==> config.mk <==
export PLATFORM = sky130hd
export DESIGN_NAME = lsu_ctrl
export DESIGN_NICKNAME = d
export VERILOG_FILES = /design/src/rtl/lsu_ctrl.sv
export SDC_FILE = /design/constraint.sdc
export NUM_CORES = 1
export LEC_CHECK = 0
export CORE_MARGIN = 3
export CORE_UTILIZATION = 46
export CTS_BUF_LIST = sky130_fd_sc_hd__clkbuf_4 sky130_fd_sc_hd__clkbuf_8
export DETAILED_ROUTE_END_ITERATION = 7
export PLACE_DENSITY_LB_ADDON = 0.12
export SLEW_MARGIN = 10
export SYNTH_ARGS = -nofsm -noshare
export SYNTH_HDL_FRONTEND = slang
export SYNTH_SLANG_ARGS = --single-unit
==> constraint.sdc <==
create_clock -name clk -period 4.3 [get_ports clk]
set_input_delay 0.645 -clock clk [delete_from_list [all_inputs] [get_ports clk]]
set_output_delay 0.645 -clock clk [all_outputs]
set_load 0.03 [all_outputs]
==> src/rtl/lsu_ctrl.sv <==
// -----------------------------------------------------------------------------
// lsu_ctrl -- load/store unit controller between the MEM stage and a
// word-wide SRAM port with request/grant and read-valid handshakes.
//
// A request is accepted in IDLE and registered. It is then issued as one
// word-aligned SRAM phase. If it crosses a word boundary, a second phase is
// issued at the next word. Stores are lane-shifted with byte strobes. Loads
// are shifted down, trimmed to the access size and sign/zero-extended. The
// result is reported with a one-cycle resp_valid pulse.
//
// Configuration macro:
//   LSU_MISALIGN_SPLIT_EN  defined   : word-crossing accesses run as two
//                                      SRAM phases, resp_err = 0.
//                          undefined : word-crossing accesses go straight
//                                      to RESP with resp_err = 1 and no
//                                      SRAM traffic.
//
// Ports:
//   clk, rst                      clock, asynchronous active-high reset
//   req_valid / req_ready         request handshake (ready only in IDLE)
//   req_we, req_mode, req_us      store flag, one-hot size, zero-extend flag
//   req_addr, req_wdata           byte address, right-justified store data
//   resp_valid, resp_rdata        completion pulse, extended load data
//   resp_err                      misaligned-access fault
//   sram_req / sram_gnt           SRAM request handshake
//   sram_addr, sram_wstrb         word address, byte strobes (0 for reads)
//   sram_wdata                    lane-aligned store data
//   sram_rvalid, sram_rdata       read data / write acknowledge
// -----------------------------------------------------------------------------
module lsu_ctrl (
  input  logic        clk,
  input  logic        rst,
  input  logic        req_valid,
  output logic        req_ready,
  input  logic        req_we,
  input  logic [2:0]  req_mode,
  input  logic        req_us,
  input  logic [31:0] req_addr,
  input  logic [31:0] req_wdata,
  output logic        resp_valid,
  output logic [31:0] resp_rdata,
  output logic        resp_err,
  output logic        sram_req,
  input  logic        sram_gnt,
  output logic [3:0]  sram_wstrb,
  output logic [31:0] sram_addr,
  output logic [31:0] sram_wdata,
  input  logic        sram_rvalid,
  input  logic [31:0] sram_rdata
);

`ifdef LSU_MISALIGN_SPLIT_EN
  localparam bit SPLIT_EN = 1'b1;
`else
  localparam bit SPLIT_EN = 1'b0;
`endif

  typedef enum logic [2:0] {
    IDLE    = 3'd0,
    REQ_LO  = 3'd1,
    WAIT_LO = 3'd2,
    REQ_HI  = 3'd3,
    WAIT_HI = 3'd4,
    RESP    = 3'd5
  } state_t;

  state_t state;

  // Captured request attributes.
  logic        we_q;
  logic        us_q;
  logic        split_q;
  logic [1:0]  off_q;
  logic [2:0]  size_q;
  logic [31:0] hi_addr_q;
  logic [31:0] hi_wdata_q;
  logic [3:0]  hi_wstrb_q;
  logic [31:0] lo_word_q;

  // Decode of the incoming request, used only on the accept cycle.
  logic [2:0]  size_in;
  logic [3:0]  mask4_in;
  logic [1:0]  off_in;
  logic        mis_in;
  logic [63:0] st_data_in;
  logic [7:0]  st_mask_in;
  logic [31:0] lo_addr_in;

  // NOTE: every signal driven from always_comb gets a default at the top of
  // the block, so no path can leave it unassigned and infer a latch.
  always_comb begin
    size_in  = 3'd4;
    mask4_in = 4'b1111;
    case (req_mode)
      3'b001: begin size_in = 3'd1; mask4_in = 4'b0001; end
      3'b010: begin size_in = 3'd2; mask4_in = 4'b0011; end
      default: ;
    endcase
    off_in     = req_addr[1:0];
    mis_in     = ({1'b0, off_in} + size_in) > 3'd4;
    st_data_in = {32'b0, req_wdata} << {off_in, 3'b000};
    st_mask_in = {4'b0, mask4_in} << off_in;
    lo_addr_in = {req_addr[31:2], 2'b00};
  end

  // Load return path. The final word arrives either in WAIT_LO (single
  // phase, hi word is zero) or in WAIT_HI (lo word already captured).
  logic [63:0] ld_cat;
  logic [31:0] ld_win;
  logic [31:0] ld_ext;

  always_comb begin
    ld_cat = (state == WAIT_HI) ? {sram_rdata, lo_word_q} : {32'b0, sram_rdata};
    ld_win = 32'(ld_cat >> {off_q, 3'b000});
    ld_ext = ld_win;
    case (size_q)
      3'd1:    ld_ext = us_q ? {24'b0, ld_win[7:0]}  : {{24{ld_win[7]}}, ld_win[7:0]};
      3'd2:    ld_ext = us_q ? {16'b0, ld_win[15:0]} : {{16{ld_win[15]}}, ld_win[15:0]};
      default: ld_ext = ld_win;
    endcase
  end

  // NOTE: all state and registered outputs use non-blocking assignments so
  // every register samples pre-edge values regardless of statement order.
  always_ff @(posedge clk or posedge rst) begin
    if (rst) begin
      state      <= IDLE;
      req_ready  <= 1'b1;
      resp_valid <= 1'b0;
      resp_rdata <= '0;
      resp_err   <= 1'b0;
      sram_req   <= 1'b0;
      sram_addr  <= '0;
      sram_wstrb <= '0;
      sram_wdata <= '0;
      we_q       <= 1'b0;
      us_q       <= 1'b0;
      split_q    <= 1'b0;
      off_q      <= '0;
      size_q     <= 3'd1;
      hi_addr_q  <= '0;
      hi_wdata_q <= '0;
      hi_wstrb_q <= '0;
      lo_word_q  <= '0;
    end else begin
      case (state)
        IDLE: begin
          if (req_valid) begin
            we_q      <= req_we;
            us_q      <= req_us;
            off_q     <= off_in;
            size_q    <= size_in;
            req_ready <= 1'b0;
            if (mis_in && !SPLIT_EN) begin
              // Faulting access: report immediately, never touch the SRAM.
              state      <= RESP;
              resp_valid <= 1'b1;
              resp_err   <= 1'b1;
              resp_rdata <= '0;
            end else begin
              state      <= REQ_LO;
              split_q    <= mis_in && SPLIT_EN;
              sram_req   <= 1'b1;
              sram_addr  <= lo_addr_in;
              sram_wstrb <= req_we ? st_mask_in[3:0]  : 4'b0;
              sram_wdata <= req_we ? st_data_in[31:0] : 32'b0;
              // High phase is staged now so the request inputs may change.
              hi_addr_q  <= lo_addr_in + 32'd4;
              hi_wstrb_q <= req_we ? st_mask_in[7:4]   : 4'b0;
              hi_wdata_q <= req_we ? st_data_in[63:32] : 32'b0;
            end
          end
        end

        REQ_LO, REQ_HI: begin
          if (sram_gnt) begin
            state      <= (state == REQ_LO) ? WAIT_LO : WAIT_HI;
            sram_req   <= 1'b0;
            sram_addr  <= '0;
            sram_wstrb <= '0;
            sram_wdata <= '0;
          end
        end

        WAIT_LO: begin
          if (sram_rvalid) begin
            lo_word_q <= sram_rdata;
            if (split_q) begin
              state      <= REQ_HI;
              sram_req   <= 1'b1;
              sram_addr  <= hi_addr_q;
              sram_wstrb <= hi_wstrb_q;
              sram_wdata <= hi_wdata_q;
            end else begin
              state      <= RESP;
              resp_valid <= 1'b1;
              resp_err   <= 1'b0;
              resp_rdata <= we_q ? 32'b0 : ld_ext;
            end
          end
        end

        WAIT_HI: begin
          if (sram_rvalid) begin
            state      <= RESP;
            resp_valid <= 1'b1;
            resp_err   <= 1'b0;
            resp_rdata <= we_q ? 32'b0 : ld_ext;
          end
        end

        RESP: begin
          state      <= IDLE;
          resp_valid <= 1'b0;
          resp_err   <= 1'b0;
          resp_rdata <= '0;
          req_ready  <= 1'b1;
        end

        default: begin
          state      <= IDLE;
          req_ready  <= 1'b1;
          resp_valid <= 1'b0;
          sram_req   <= 1'b0;
        end
      endcase
    end
  end

endmodule

==> After elaboration in Yosys (flattened, before gate mapping) <==
Cells that the tools add are included.
{ "totals": {"reg_bits": 146, "latch_bits": 0, "ram_bits": 0, "mem_bits_ro": 0, "input_bits": 106, "out_inout_bits": 104, "word_cells": 96, "n_memories": 0} }
{ "classes": {"n_addsub": 1, "n_mul": 0, "n_div": 0, "n_lt_le_gt_ge": 1, "n_eq_ne": 15, "shifts": 3, "mux": 42, "bitwise": 4, "reduce_logical": 16} }
{ "op_table": {"columns": ["op", "n"], "rows": [
  ["$mux W32", 12],
  ["$pmux W32 S2", 3],
  ["$pmux W32 S3", 1],
  ["$mux W64", 1],
  ["$shr A64 B5 Y32", 1],
  ["$shl A32 B5 Y32", 1],
  ["$mux W4", 4],
  ["$pmux W4 S2", 2],
  ["$mux W3", 5],
  ["$eq A3 B2 Y1 const B", 4],
  ["$ne A2 B2 Y1 const B", 6],
  ["$reduce_and A6 Y1", 2],
  ["$reduce_and A5 Y1", 2],
  ["$eq A3 B1 Y1 const B", 3],
  ["$pmux W1 S3", 3],
  ["$pmux W3 S3", 1],
  ["$mux W1", 8],
  ["$eq A3 B3 Y1 const B", 2],
  ["$pmux W3 S2", 1],
  ["$reduce_and A2 Y1", 3],
  ["$reduce_or A2 Y1", 3],
  ["$not A1 Y1", 4],
  ["$reduce_and A4 Y1", 1],
  ["$reduce_bool A4 Y1", 1],
  ["8 further kinds", 8]
]} }

==> Logic depth before layout (Yosys ltp) <==
Gate-level depths: netlist of run 1.
{ "logic_depth": {"ltp_word": 8, "ltp_mapped": 12, "ltp_nobuf": 10} }

==> Worst setup path after synthesis of run 1 <==
OpenSTA, ideal clock, no wires.
{ "synth_path": {"kind": "in2reg", "startpoint": "input req_mode[0]", "endpoint": "register resp_rdata[13]", "setup_ns": 0.124, "arrival_ns": 3.117, "required_ns": 4.176, "setup_slack_ns": 1.059, "path_stages": 8, "n_path_buf": 1, "path_cell_list": "or3b_2 > fa_1 > nor2b_1 > a2111oi_0 > a211oi_1 > o31a_1 > clkbuf_1 > a211o_1"} }
{ "synth_between": {"elab_chain_cells": 6, "elab_cells_between_ends": 7, "classes_between": "1 x add/sub; 1 x order compare; 3 x eq/ne; 1 x mux; 1 x reduce/logical"} }
{ "synth_lines": {"columns": ["element", "line", "source"], "rows": [
  ["start: declaration", "36", "input logic [2:0] req_mode,"],
  ["$eq A3 B2 Y1 / $eq A3 B1 Y1 (equally long branches)", "94", "case (req_mode)"],
  ["$pmux W3 S2 *", "94", null],
  ["$add A2 B3 Y3 *", "100", "mis_in = ({1'b0, off_in} + size_in) > 3'd4;"],
  ["$gt A3 B3 Y1 *", "100", null],
  ["$ne A2 B2 Y1 (no line) *", null, null],
  ["$reduce_and A5 Y1 (no line) *", null, null],
  ["end signal: assignment", "198", "resp_rdata <= we_q ? 32'b0 : ld_ext;"],
  ["end signal: assignment", "208", "resp_rdata <= we_q ? 32'b0 : ld_ext;"],
  ["end: declaration", "41", "output logic [31:0] resp_rdata,"]
]} }
Every way passes the cells marked *; elsewhere a longest branch is shown, timed or not.
A chain may end at the register's enable or synchronous reset.

==> Final worst setup path of run 1 <==
{ "layout_path": {"startpoint": "input req_mode[1]", "endpoint": "register resp_rdata[13]"} }
{ "layout_between": {"elab_chain_cells": 6, "elab_cells_between_ends": 7, "classes_between": "1 x add/sub; 1 x order compare; 3 x eq/ne; 1 x mux; 1 x reduce/logical"} }
{ "layout_lines": {"columns": ["element", "line", "source"], "rows": [
  ["$eq A3 B2 Y1 / $eq A3 B1 Y1 (equally long branches)", "94", null],
  ["$pmux W3 S2 *", "94", null],
  ["net size_in[0]", "81", "logic [2:0] size_in;"],
  ["$add A2 B3 Y3 *", "100", null],
  ["$gt A3 B3 Y1 *", "100", null],
  ["$ne A2 B2 Y1 (no line) *", null, null],
  ["$reduce_and A5 Y1 (no line) *", null, null]
]} }
The timed path passes the listed nets; every way through them passes the cells marked *.

==> summary.txt, run 1 <==
Power
  • Power share of the sequential group: 0.303
  • Max VDD drop: around 0.38 mV
  • Clock Power Share: 0.160
  • Sw Pwr: 3360 uW
  • Pint: between 4000 and 5000 uW
  • Pwr Density: 749 mW/mm^2
  • Net Sw Frac: 0.422
  • Power share of the combinational group: 0.537
  • Leakage Power: ~0.0047 uW

Clock network
  • Post-CTS Setup Repair Bufs: 0
  • Skew-Pair Late Insertion Delay: around 0.46 ns
  • Post-cts resize count: 0
  • Cts bufs inserted: 17
  • CTS tree: built
  • Max H-tree Level: 4
  • Worst-case clock buffer depth: 2
  • Hold_buf cts: 0
  • Clock sinks: 144
  • Root Buffer Master: clkbuf_8
  • CTS clk-pin slew, worst paths: 0.08 ns

Placed design
  • Area after DPL: 0.0102 mm^2
  • GPL Wtd Cong: 0.863
  • I/O Buffers: roughly 210
  • Detailed Place HPWL: around 16 mm

Floorplanning
  • Core area: ~0.017 mm^2
  • Cell row count: 47
  • Die Area: between 0.015 and 0.02 mm^2
  • Initial core utilization: 0.473
  • Ports: 210
  • Die Wd: around 140 um
  • Die span in y: around 140 um

Yosys
  • Most numerous cell in the Yosys netlist: dfrtp_1
  • Sequential fraction of the synthesis area: 0.458
  • Synth top area cells: dfrtp_1 45%, mux2i_1 14%, mux2_2 8.7%, mux4_2 3.7%, nand2_1 2.9%
  • Synthesized flop and latch total: between 100 and 150
  • Post-synth EDFFs: 0
  • Leading cell types by count after synthesis: 142 x dfrtp_1, 109 x mux2i_1, 61 x mux2_2
  • Share of the synthesized area in the top cell type: 0.452
  • Synth Area per Inst: ~11 um^2
  • Primary FF master, synth: dfrtp_1
  • Gate Count Post-Synth: 716
  • Synthesized area: ~0.0079 mm^2
  • Distinct cells, synth: 55
  • Post-synth top area cell: dfrtp_1
  • Fraction of registers with async set/reset: 1.00
  • Synth warnings: 0

Setup path
  • Slowest CP cell: a2111oi_0
  • Crit path arrival time: ~4 ns
  • Buf+Inv Stages, Crit Path: 3
  • Crit end category: flop
  • Crit-path cells: clkdlybuf4s50_1, nand2b_1, nor2_1, ha_1, inv_1, fa_1, nor2b_1, a2111oi_0, a211oi_1, o31a_1, buf_12, a211o_1
  • Critical path launch point type: input port
  • WS Path Type: input port to flop
  • Worst stage delay on the critical path: a little under 0.6 ns
  • CP required: around 4.6 ns
  • CP top delay family: compound AO/OA/AOI/OAI gates
  • Crit path max fanout: 33

STA
  • Final Hold Vio Count: 0
  • Fin Setup TNS: 0 ns
  • RSZ-0062 raised after global routing: false
  • Slew Limit Fails: 0
  • # setup viols final: 0
  • Slew @ Worst Pin: 0.905 ns
  • Final cycle utilization of the critical path: 0.832
  • Max frequency: approximately 280 MHz
  • Clock Skew: 0.0101 ns
  • Slew margin rel.: 0.397
  • Tmin final: 3.58 ns

Layout
  • # diodes: 0
  • Final instance area: about 0.011 mm^2
  • Share of cells above drive strength 1: 0.155
  • Number of fill cells in the layout: between 1k and 1.5k
  • Layout net count: 1015
  • Area growth, synth to finish: 35.0%

Route
  • Final wirelength: 22.3 mm
  • Final ANT Viol Nets: 0
  • 1st-pass router iterations: 5
  • 1st-iter DRT viols: around 360
  • Vias/cell: approximately 5.6
  • DRC: 0
  • DR WL/cell: 19.6 um
  • Vias: around 6.4k

GRT
  • Total track usage: 0.244
  • Largest net degree at the start of global routing: 67
  • Global-route wire length before repair: about 36 mm
  • Initial antenna violation count: 0
  • Number of global-route vias before repair: 6730
  • Grt total ovfl: 0

Flow run
  • Max cap viols: 0

Hold path
  • Hold WC Path Type: flop to flop

Outcome
  • Outcome: finished, final reports clean
## path summary, 6_finish.rpt
| path | start | cells past startpoint | end | slack [ns] |
|---|---|---|---|---|
| min in group asynchronous | rst | 2 | lo_word_q[29] | 0.71 |
| worst max-delay path | req_mode[1] | 12 | resp_rdata[13] | 0.72 |
| worst max register to register | state[2] | 5 | resp_rdata[30] | 1.26 |
| max in group asynchronous | rst | 3 | size_q[0] | 2.59 |
| worst min-delay path | size_q[0] | 2 | size_q[0] | 0.48 |
| worst min register to register | size_q[0] | 2 | size_q[0] | 0.48 |
## cells by family (layout without fill, tap and decap cells)
logic type | Yosys count | in the layout | synth area share
buffers and inverters | 99 | 302 | 0.0522
other | 1 | 2 | 0.000477
AND/OR/NAND/NOR | 148 | 148 | 0.0837
flip-flops | 144 | 144 | 0.458
XOR/XNOR | 4 | 4 | 0.00446
multiplexers | 183 | 183 | 0.263
AO/OA/AOI/OAI | 135 | 135 | 0.133
adder cells (fa/ha/maj) | 2 | 2 | 0.00414
## through the flow
stage	std cells	hold WS, ns	setup WS [ns]	total power, uW	util
detailed placement	1108	0.473	0.300	6700	0.610
global placement	1108	0.461	0.434	6580	0.610
CTS	1140	0.485	0.793	8000	0.638
finish	1140	0.483	0.723	7960	0.638
global route	1140	0.512	0.461	8410	0.638
floorplan	717	0.446	1.06	5190	-
## metal layers
layer  up-vias  share of wire  track usage
met1      3197           0.42        0.311
met4         0          0.013       0.0672
met5         -              0            0
li1       2933              -            -
met3        24          0.080       0.0768
met2       244           0.49        0.404
## sequential cells by signal, indices dropped and copies added, names as in the netlist
name,count
lo_word_q,32
off_q,2
req_ready,1
resp_err,1
resp_rdata,32
resp_valid,1
size_q,3
sram_addr,30
sram_req,1
sram_wdata,32
sram_wstrb,4
state,3
us_q,1
we_q,1
## final cells by class
type,instances,area (um^2),area share
clock inverter,12,206,0.0194
clock buffer,20,263,0.0247
sequential,144,3610,0.340
tap,220,275,0.0259
multi-input combinational,474,3880,0.365
timing repair buffer,220,2200,0.207
inverter,50,191,0.0180
## cells in the final DEF (no fill, tap or decap), types with 2 or more instances in the layout
cell type,Yosys,layout
xnor2_1,2,2
o221a_2,2,2
dfrtp_1,142,142
o31a_1,2,2
clkbuf_4,0,2
buf_12,0,3
clkinvlp_4,0,5
nor3_1,10,9
nand3_1,8,8
a2bb2oi_1,7,7
mux2_2,61,61
nand2_1,60,60
a21o_1,2,2
a211oi_1,24,24
o2bb2ai_2,9,9
a21oi_1,26,26
nor2_1,46,46
or3b_2,2,2
a22o_1,2,2
nor2b_1,9,9
bufinv_16,0,5
clkbuf_8,0,18
o22ai_1,4,3
mux2i_1,109,109
mux4_2,13,13
o2bb2ai_1,19,19
nand2b_1,6,6
inv_6,0,2
o21ai_0,19,19
dfstp_2,2,2
o21a_1,2,2
clkdlybuf4s50_1,0,206
conb_1,1,2
inv_1,49,48
buf_4,3,10
a211o_1,7,7
xor2_1,2,2
## worst register-to-register path: cells and delay by family, from the launching register on
| kind | cells | cell delay, ns |
|---|---|---|
| DFF | 1 | 0.69 |
| muxes | 1 | 0.57 |
| and+or+nand+nor | 2 | 1.17 |
| AOI/OAI and AO/OA | 2 | 0.53 |
## power by group through the flow
stage                     Sequential [uW]  Clock, uW  Combinational (uW)
after floorplan                      3010          0                2170
after global routing                 2490       1350                4570
after CTS                            2410       1300                4290
after detailed placement             2420          0                4280
final                                2410       1280                4270
after global placement               2400          0                4180
Note: power is estimated with default switching activity, not from simulation.
==> run 2, diff against run 1 <==
- clock period: 4.3 -> 3 ns (I/O delays scaled with it)
==> run 2 against run 1 <==
Against the previous run:
- non-clock buffer count increased by 32
- critical path depth decreased by 2
- register-to-register slack got worse by 0.70 ns
- clock power increased by 23%
- clock skew increased by 0.0022 ns
- sequential share of layout area decreased by 0.88 points
- worst hold slack got worse by 0.052 ns
- die area unchanged
- cell count increased by 2.7%
- cell area increased by 2.7%
- combinational power increased by 54%
- critical endpoint is now resp_rdata[8]
==> summary.txt, run 2 (synthesized netlist as in run 1, its figures left out) <==
STA
  • Final WS setup: 0.165 ns (was 0.723 ns)
  • Final cycle utilization of the critical path: 0.945
  • Final Hold Vio Count: 0 (unchanged)
  • Max frequency: between 300 and 400 MHz
  • Slew @ Worst Pin: 0.763 ns (was 0.905 ns)
  • Slew margin rel.: 0.487 (was 0.397)
  • # setup viols final: 0 (unchanged)
  • RSZ-0062 raised after global routing: false (unchanged)
  • Slew Limit Fails: 0 (unchanged)
  • Clock Skew: 0.0123 ns (was 0.0101 ns)
  • Hold_ws: 0.431 ns (was 0.483 ns)
  • Tmin final: ~2.8 ns

Floorplanning
  • Die Wd: 137 um (unchanged)
  • Ports: 210 (unchanged)
  • Cell row count: 47 (unchanged)
  • Initial core utilization: 0.473 (unchanged)
  • Core area: 0.0166 mm^2 (unchanged)
  • Die Area: 0.0187 mm^2 (unchanged)
  • Die span in y: 137 um (unchanged)

Clock network
  • Root Buffer Master: clkbuf_8 (unchanged)
  • CTS tree: built (unchanged)
  • CTS clk-pin slew, worst paths: 0.08 ns (about the same)
  • Cts bufs inserted: 17 (unchanged)
  • Hold_buf cts: 0 (unchanged)
  • Skew-Pair Late Insertion Delay: 0.45 ns (was 0.46 ns)
  • Max H-tree Level: 4 (unchanged)
  • Worst-case clock buffer depth: 2 (unchanged)
  • Clock sinks: 144 (unchanged)

Route
  • DRC: 0 (unchanged)
  • 1st-iter DRT viols: 409 (was 357)
  • Vias/cell: 5.50 (was 5.61)
  • Vias: 6444 (was 6398)
  • Final ANT Viol Nets: 0 (unchanged)
  • 1st-pass router iterations: 4 (was 5)
  • DR WL/cell: 19.1 um (was 19.6 um)
  • Final wirelength: 22.3 mm (about the same)

Power
  • Max VDD drop: 0.685 mV (was 0.384 mV)
  • Leakage Power: 0.00491 uW (was 0.00471 uW)
  • Net Sw Frac: 0.426 (was 0.422)
  • Sw Pwr: 4890 uW (was 3360 uW)
  • Pwr Density: 1050 mW/mm^2 (was 749 mW/mm^2)
  • Power share of the combinational group: 0.573 (was 0.537)
  • Pint: 6590 uW (was 4600 uW)
  • Clock Power Share: 0.138 (was 0.160)
  • Power share of the sequential group: 0.289 (was 0.303)

Placed design
  • GPL Wtd Cong: 0.892 (was 0.863)
  • Detailed Place HPWL: 15.8 mm (was 15.6 mm)
  • Area after DPL: 0.0104 mm^2 (was 0.0102 mm^2)
  • Placed insts: 1138 (was 1108)
  • I/O Buffers: 207 (unchanged)
  • Pre-CTS setup slack: -0.574 ns (was 0.300 ns)

GRT
  • Global-route wire length before repair: 35.4 mm (was 35.6 mm)
  • Initial antenna violation count: 0 (unchanged)
  • Total track usage: 0.243 (was 0.244)
  • Largest net degree at the start of global routing: 55 (was 67)
  • Number of global-route vias before repair: 6694 (was 6730)
  • Grt total ovfl: 0 (unchanged)

Setup path
  • Worst stage delay on the critical path: 0.55 ns (was 0.59 ns)
  • CP top delay family: buffers and inverters (was compound AO/OA/AOI/OAI gates)
  • Crit end category: flop (unchanged)
  • Worst-case reg-to-reg path depth: 5 (unchanged)
  • Worst reg-to-reg setup slack: 0.56 ns (was 1.26 ns)
  • Crit path max fanout: 8 (was 33)
  • R2r endpoint: resp_rdata[23] (was resp_rdata[30])
  • Crit-path cells: clkdlybuf4s50_1, inv_1, fa_1, nor2b_2, a2111oi_2, buf_4, a211oi_2, o31a_1, buf_12, a211o_1 (was clkdlybuf4s50_1, nand2b_1, nor2_1, ha_1, inv_1, fa_1, nor2b_1, a2111oi_0, a211oi_1, o31a_1, buf_12, a211o_1)
  • Worst reg2reg path startpoint: state[0] (was state[2])
  • Slowest CP cell: clkdlybuf4s50_1 (was a2111oi_0)
  • Critical path launch point type: input port (unchanged)
  • Buf+Inv Stages, Crit Path: 4 (was 3)
  • CP required: 3.33 ns (was 4.64 ns)
  • Crit path arrival time: 3.16 ns (was 3.92 ns)
  • WS Path Type: input port to flop (unchanged)

Outcome
  • Outcome: finished, final reports clean (unchanged)

Hold path
  • Hold WC Path Type: input port to asynchronous set/reset pin (was flop to flop)

Layout
  • Post-layout util: 0.655 (was 0.638)
  • Top Registers: lo_word_q x32, resp_rdata x32, sram_wdata x32 (unchanged)
  • Final Non-Filler Cells: 1171 (was 1140)
  • Most frequent cells in the layout: 203 x clkdlybuf4s50_1, 142 x dfrtp_1, 109 x mux2i_1 (was 206 x clkdlybuf4s50_1, 142 x dfrtp_1, 109 x mux2i_1)
  • Layout net count: 1047 (was 1015)
  • Final instance area: 0.0109 mm^2 (was 0.0106 mm^2)
  • Most common cell after layout, fill and taps aside: clkdlybuf4s50_1 (unchanged)
  • Number of fill cells in the layout: 1311 (was 1344)
  • # diodes: 0 (unchanged)
  • Area growth, synth to finish: 38.6% (was 35.0%)
  • Share of cells above drive strength 1: 0.189 (was 0.155)

Flow run
  • Max cap viols: 0 (unchanged)
-- run 2: power by group through the flow --
stage	clock [uW]	sequential, uW	combinational (uW)
final	1580	3310	6580
after global routing	1710	3410	7030
after CTS	1620	3320	6490
after detailed placement	0	3330	6470
after global placement	0	3310	6340
after floorplan	0	4320	3120
-- run 2: how the worst max path moves through the flow --
stage / endpoint / slack, ns / depth (start not counted) / start
after global routing: resp_rdata[8] / 0.12 / 10 / req_addr[1]
after floorplan: resp_rdata[13] / 0.004 / 8 / req_mode[0]
after global placement: resp_rdata[9] / -0.51 / 10 / req_mode[1]
after detailed placement: resp_rdata[8] / -0.57 / 10 / req_mode[1]
after CTS: resp_rdata[8] / 0.01 / 13 / req_mode[1]
final: resp_rdata[8] / 0.16 / 10 / req_addr[1]
-- run 2: area by class of cell --
class / count / area [um^2] / area share
inverters: 50 / 191 / 0.0176
clock buffers: 18 / 248 / 0.0227
clock inverters: 13 / 154 / 0.0141
multi-input cells: 474 / 3910 / 0.358
repair buffers: 252 / 2520 / 0.231
flip-flops and latches: 144 / 3610 / 0.331
well taps: 220 / 275 / 0.0252
-- run 2: per-stage QoR --
| stage | setup TNS (ns) | power (uW) |
|---|---|---|
| floorplan | 0 | 7440 |
| global placement | -24.99 | 9650 |
| detailed placement | -33.39 | 9800 |
| CTS | 0 | 11400 |
| global route | 0 | 12200 |
| finish | 0 | 11500 |
-- run 2: metal layers --
metal / vias to the layer above / global-route usage / share of wire
met5: - / 0 / 0
met4: 0 / 0.0627 / 0.011
met3: 20 / 0.0904 / 0.085
met2: 225 / 0.397 / 0.48
met1: 3187 / 0.306 / 0.42
li1: 3012 / - / -
-- run 2: timing repair --
item / CTS / global route
resized for setup: 2 / 8
setup endpoints to repair: 15 / 33
pin swaps: 1 / 1
buffers inserted: 0 / 0
gates cloned: 0 / 2
==> variant 1, RTL diff (config.mk and constraints of run 1) <==
Change the localparam `SPLIT_EN` from 1'b0 to 1'b1.
--- a/src/rtl/lsu_ctrl.sv
+++ b/src/rtl/lsu_ctrl.sv
@@ -54,3 +54,3 @@
 `else
-  localparam bit SPLIT_EN = 1'b0;
+  localparam bit SPLIT_EN = 1'b1;
 `endif
Function: changed (a bounded check fails within 4 cycles, from zero or initial values and one cycle with rst high).
==> variant 1 against run 1 <==
  * Wire length rose by 35%
  * Sequential share of layout area rose by 3.2 points
  * Highest routed layer unchanged
  * Total power rose by 28%
  * Largest cell class unchanged
  * Design area rose by 28%
  * Largest power group unchanged
  * Clock power rose by 46%
  * Setup slack improved by 0.54 ns
  * Area after synthesis rose by 34%
  * Sequential cell count rose by 57
==> variant 1: results (changes against run 1) <==
[run_status]
result_of_the_run = completed  ; unchanged

[worst_setup_path]
worstSetupStartpoint = state[1]$_DFFE_PP0P_  ; was req_mode[1]
critical_path.max_fanout = 30  ; was 33
reg2reg_to = resp_rdata[10]$_DFFE_PP0P_  ; was resp_rdata[30]$_DFFE_PP0P_
critical_path_class = flip-flop to flip-flop  ; was primary input to flip-flop
cell_with_the_largest_stage_delay_on_the_worst_path = sky130_fd_sc_hd__a211o_1  ; was sky130_fd_sc_hd__a2111oi_0
rr_startpoint = state[1]$_DFFE_PP0P_  ; was state[2]$_DFFE_PP0P_

[timing]
min_hold_slack_ns = 0.438  ; was 0.483 ns
final.period_utilization_pct = 70.7  ; was 83.2%
worst_clock_skew_ns = 0.0181  ; was 0.0101 ns

[drt]
drt_iter0_markers = 653  ; was 357
wl_met2_um = 14100  ; was 10900 um
detailroute.wirelength.met3_um = 1920  ; was 1790 um
detail_route.wirelength.met1_um = 13600  ; was 9290 um
routed_wl_per_cell_um = 19.4  ; was 19.6 um
routed-via-count = 8991  ; was 6398

[yosys]
sequential_share_of_the_synthesized_area_pct = 47.6  ; was 45.8%
postSynthAreaPerCell_sq_um = 9.84  ; was 11.0 sq um
netlist_top_cells_area = sky130_fd_sc_hd__dfrtp_1 47%, sky130_fd_sc_hd__mux2i_1 7.0%, sky130_fd_sc_hd__nand2_1 5.9%  ; was sky130_fd_sc_hd__dfrtp_1 45%, sky130_fd_sc_hd__mux2i_1 14%, sky130_fd_sc_hd__mux2_2 8.7%
synth_xor_area_share_pct = 2.40  ; was 0.445%

[cts]
cts_inserted_buffers = 37  ; was 17
clk_pin_slew_worst_paths_ns = 0.06  ; was 0.08 ns
clock_insertion_delay_worst_skew_ns = 0.53  ; was 0.46 ns
cts.path.max_buffers = 3  ; was 2

[power]
ir_worst_vdd_mv = 0.716  ; was 0.384 mV
p_sw_mw = 4.32  ; was 3.36 mW
p_total_mw = 10.2  ; was 7.96 mW

[grt]
gr-usage-all-layers_pct = 24.4  ; about the same
grt_pass1_wl_um = 48600  ; was 35600 um
grt.met1_usage_pct = 35.3  ; was 31.1%

[placed_design]
place_ws_ns = 0.867  ; was 0.300 ns
place_inst = 1493  ; was 1108
placed_cell_area_sq_mm = 0.0128  ; was 0.0102 sq mm

[finish]
final_layout_size_suffix_gt1_share_pct = 12.4  ; was 15.5%
final_nets = 1361  ; was 1015

[min_path]
hold_class = primary input to async pin  ; was flip-flop to flip-flop

variant 1: cell types whose count changed after synthesis, moves of 13 or more:
cell and change:
sky130_fd_sc_hd__clkbuf_1 +32, sky130_fd_sc_hd__mux2_2 -16, sky130_fd_sc_hd__o21ai_0 +76, sky130_fd_sc_hd__nand2_1 +105
sky130_fd_sc_hd__nor2_1 +60, sky130_fd_sc_hd__mux2i_1 -35, sky130_fd_sc_hd__a211oi_1 -16, sky130_fd_sc_hd__inv_1 -39
sky130_fd_sc_hd__xnor2_1 +21, sky130_fd_sc_hd__o2bb2ai_1 -13, sky130_fd_sc_hd__dfrtp_1 +57, sky130_fd_sc_hd__o31ai_1 +17
sky130_fd_sc_hd__a221oi_1 +47
variant 1: area by class of cell:
class                      count  area [sq um]
clock buffer                  56           714
clock inverter                 8          42.5
fill                        1900          8670
inverter                      11          45.0
multi-input combinational    779          5190
sequential                   201          5030
tap                          280           350
timing repair buffer         222          2190
==> variant 2, RTL diff (config.mk and constraints of run 1) <==
Made on the original files. Reset style: synchronous (`rst`), changed in one clocked block. Comments in the files are not updated.
--- a/src/rtl/lsu_ctrl.sv
+++ b/src/rtl/lsu_ctrl.sv
@@ -124,3 +124,3 @@
   // every register samples pre-edge values regardless of statement order.
-  always_ff @(posedge clk or posedge rst) begin
+  always_ff @(posedge clk) begin
     if (rst) begin
Function: differs if rst is asserted again (counterexample within 4 cycles, from zero or initial values and one cycle with rst high); with rst held inactive, the same outputs for 4 cycles.
==> variant 2 against run 1 <==
  * Sequential cell count unchanged
  * Area after synthesis is 4.7% lower
  * Design area fell by 4.6%
  * Hold slack worse by 0.029 ns
  * Non-clock buffer count grew 7
  * Setup slack improved by 0.32 ns
  * Synthesized cell count rose by 19%
  * Count of clock-buffer cells in the layout is the same
  * Wire length down 1.3%
  * Critical endpoint is now sram_addr[16]$_SDFFE_PP0P_
Power is not compared: it rests on default switching activity, and its combinational part moved more than twofold at a synthesized area within 25%.
==> variant 2: results (changes against run 1) <==
[drt]
drt_iter0_markers = 512  ; was 357
routed-via-count = 6839  ; was 6398
number_of_iterations_in_the_first_detailed_routing_pass = 6  ; was 5
aggregate_routed_wire_length_um = 22000  ; was 22300 um

[yosys]
sequential_share_of_the_synthesized_area_pct = 38.5  ; was 45.8%
netlist_top_cells_area = sky130_fd_sc_hd__dfxtp_1 38%, sky130_fd_sc_hd__mux2i_1 15%, sky130_fd_sc_hd__nand2_1 9.9%  ; was sky130_fd_sc_hd__dfrtp_1 45%, sky130_fd_sc_hd__mux2i_1 14%, sky130_fd_sc_hd__mux2_2 8.7%
synthTopCellsByCount = 198 x sky130_fd_sc_hd__nand2_1, 144 x sky130_fd_sc_hd__dfxtp_1, 113 x sky130_fd_sc_hd__mux2i_1, 51 x sky130_fd_sc_hd__a21oi_1, 48 x sky130_fd_sc_hd__clkbuf_1  ; was 142 x sky130_fd_sc_hd__dfrtp_1, 109 x sky130_fd_sc_hd__mux2i_1, 61 x sky130_fd_sc_hd__mux2_2, 60 x sky130_fd_sc_hd__nand2_1, 49 x sky130_fd_sc_hd__inv_1
ys_dominant_reg_cell = sky130_fd_sc_hd__dfxtp_1  ; was sky130_fd_sc_hd__dfrtp_1
synth_cell_types = 59  ; was 55
synthArstFlopShare_pct = 0  ; was 100%
postSynthAreaPerCell_sq_um = 8.83  ; was 11.0 sq um

[timing]
worst_clock_skew_ns = 0.0130  ; was 0.0101 ns
timing_worst_slew_pin_value_ns = 1.13  ; was 0.905 ns

[worst_setup_path]
cell_with_the_largest_stage_delay_on_the_worst_path = sky130_fd_sc_hd__a21oi_1  ; was sky130_fd_sc_hd__a2111oi_0
critical_path.max_fanout = 27  ; was 33
cp.arrival_ns = 3.64  ; was 3.92 ns
cp_top_family = compound AO/OA/AOI/OAI gates  ; unchanged
slowest_delay_ns = 0.47  ; was 0.59 ns

[grt]
gr-usage-all-layers_pct = 24.6  ; was 24.4%
grt_pass1_wl_um = 35100  ; was 35600 um
grt_start_max_net_pins = 65  ; was 67
grt_pass1_vias = 6637  ; was 6730

[placed_design]
place_inst = 1220  ; was 1108
dp_hpwl_um = 15400  ; was 15600 um
gp_congestion = 0.831  ; was 0.863

[power]
netSwitchingFraction_pct = 33.8

[finish]
final.fill_count = 1421  ; was 1344
final_std_cells_w_o_fill = 1251  ; was 1140
final_layout_size_suffix_gt1_share_pct = 9.37  ; was 15.5%
final_nets = 1131  ; was 1015

[cts]
cts_inserted_buffers = 17  ; unchanged
clock_insertion_delay_worst_skew_ns = 0.45
postCtsResizedCells = 0  ; unchanged

[run_status]
result_of_the_run = completed  ; unchanged

variant 2: changes by cell type in the layout (fill, tap and decap cells not counted), sizes merged, moves of 9 or more:
cell,change
o2bb2ai,-21
o211ai,+10
a22oi,+9
dfxtp,+144
mux2,-44
o221ai,+13
a21oi,+25
nand3,+27
a211oi,-19
nand2,+138
nor2,-31
dfrtp,-142
inv,-38
variant 2: cells by family after synthesis:
group | synth area share (%)
fa+ha+maj | 0.434
compound gates | 16.2
mux | 22.8
other cells | 0.0500
simple gates | 16.9
buf+inv | 4.99
xor+xnor | 0.234
flops | 38.5
variant 2: worst register-to-register path, stage by stage, from the launching register on:
cell and delay (ns):
sky130_fd_sc_hd__dfxtp_1 0.71, sky130_fd_sc_hd__or3b_2 0.58, sky130_fd_sc_hd__buf_4 0.55, sky130_fd_sc_hd__mux2i_1 0.53, sky130_fd_sc_hd__mux4_2 0.40, sky130_fd_sc_hd__o221ai_1 0.11
variant 2: layout make-up:
cell class / instances / area share (%)
sequential: 144 / 28.4
clock buffer: 20 / 2.65
clock inverter: 11 / 1.37
multi-input combinational: 617 / 42.1
inverter: 16 / 0.593
tap: 216 / 2.67
timing repair buffer: 227 / 22.2
variant 2: power groups by stage:
stage | registers [mW] | logic (mW) | clock network (mW)
floorplan | 1.69 | 0.721 | 0
global placement | 1.55 | 1.33 | 0
detailed placement | 1.55 | 1.33 | 0
CTS | 1.52 | 1.34 | 1.14
global route | 1.54 | 1.43 | 1.19
finish | 1.52 | 1.34 | 1.12
variant 2: path summary, 6_finish.rpt:
path / start / end / slack [ns] / cells past startpoint
max reg2reg: state[1]$_SDFFE_PP0P_ / resp_rdata[11]$_SDFFE_PP0P_ / 1.27 / 5
min: sram_wdata[19]$_SDFFE_PP0P_ / sram_wdata[19]$_SDFFE_PP0P_ / 0.45 / 2
max: req_mode[1] / sram_addr[16]$_SDFFE_PP0P_ / 1.04 / 11
min reg2reg: sram_wdata[19]$_SDFFE_PP0P_ / sram_wdata[19]$_SDFFE_PP0P_ / 0.45 / 2
variant 2: layer usage:
layer	share of wire (%)	up-vias	track usage, %	wire, um
met5	0	-	0	0
met4	2.3	0	9.03	503
met3	7.2	30	6.91	1590
met2	48	234	39.9	10600
met1	42	3201	31.3	9320
li1	-	3374	-	-
variant 2: per-stage QoR:
stage                     total power, mW  instance area, sq um  hold slack [ns]  worst slack [ns]  util [%]
after floorplan                      2.41                  7500            0.433             0.880         -
after global placement               2.88                  9730            0.440             0.701      61.0
after detailed placement             2.88                  9730            0.446             0.587      61.0
after CTS                            3.99                 10100            0.456              1.08      63.6
after global routing                 4.15                 10100            0.467             0.909      63.6
final                                3.97                 10100            0.454              1.04      63.6
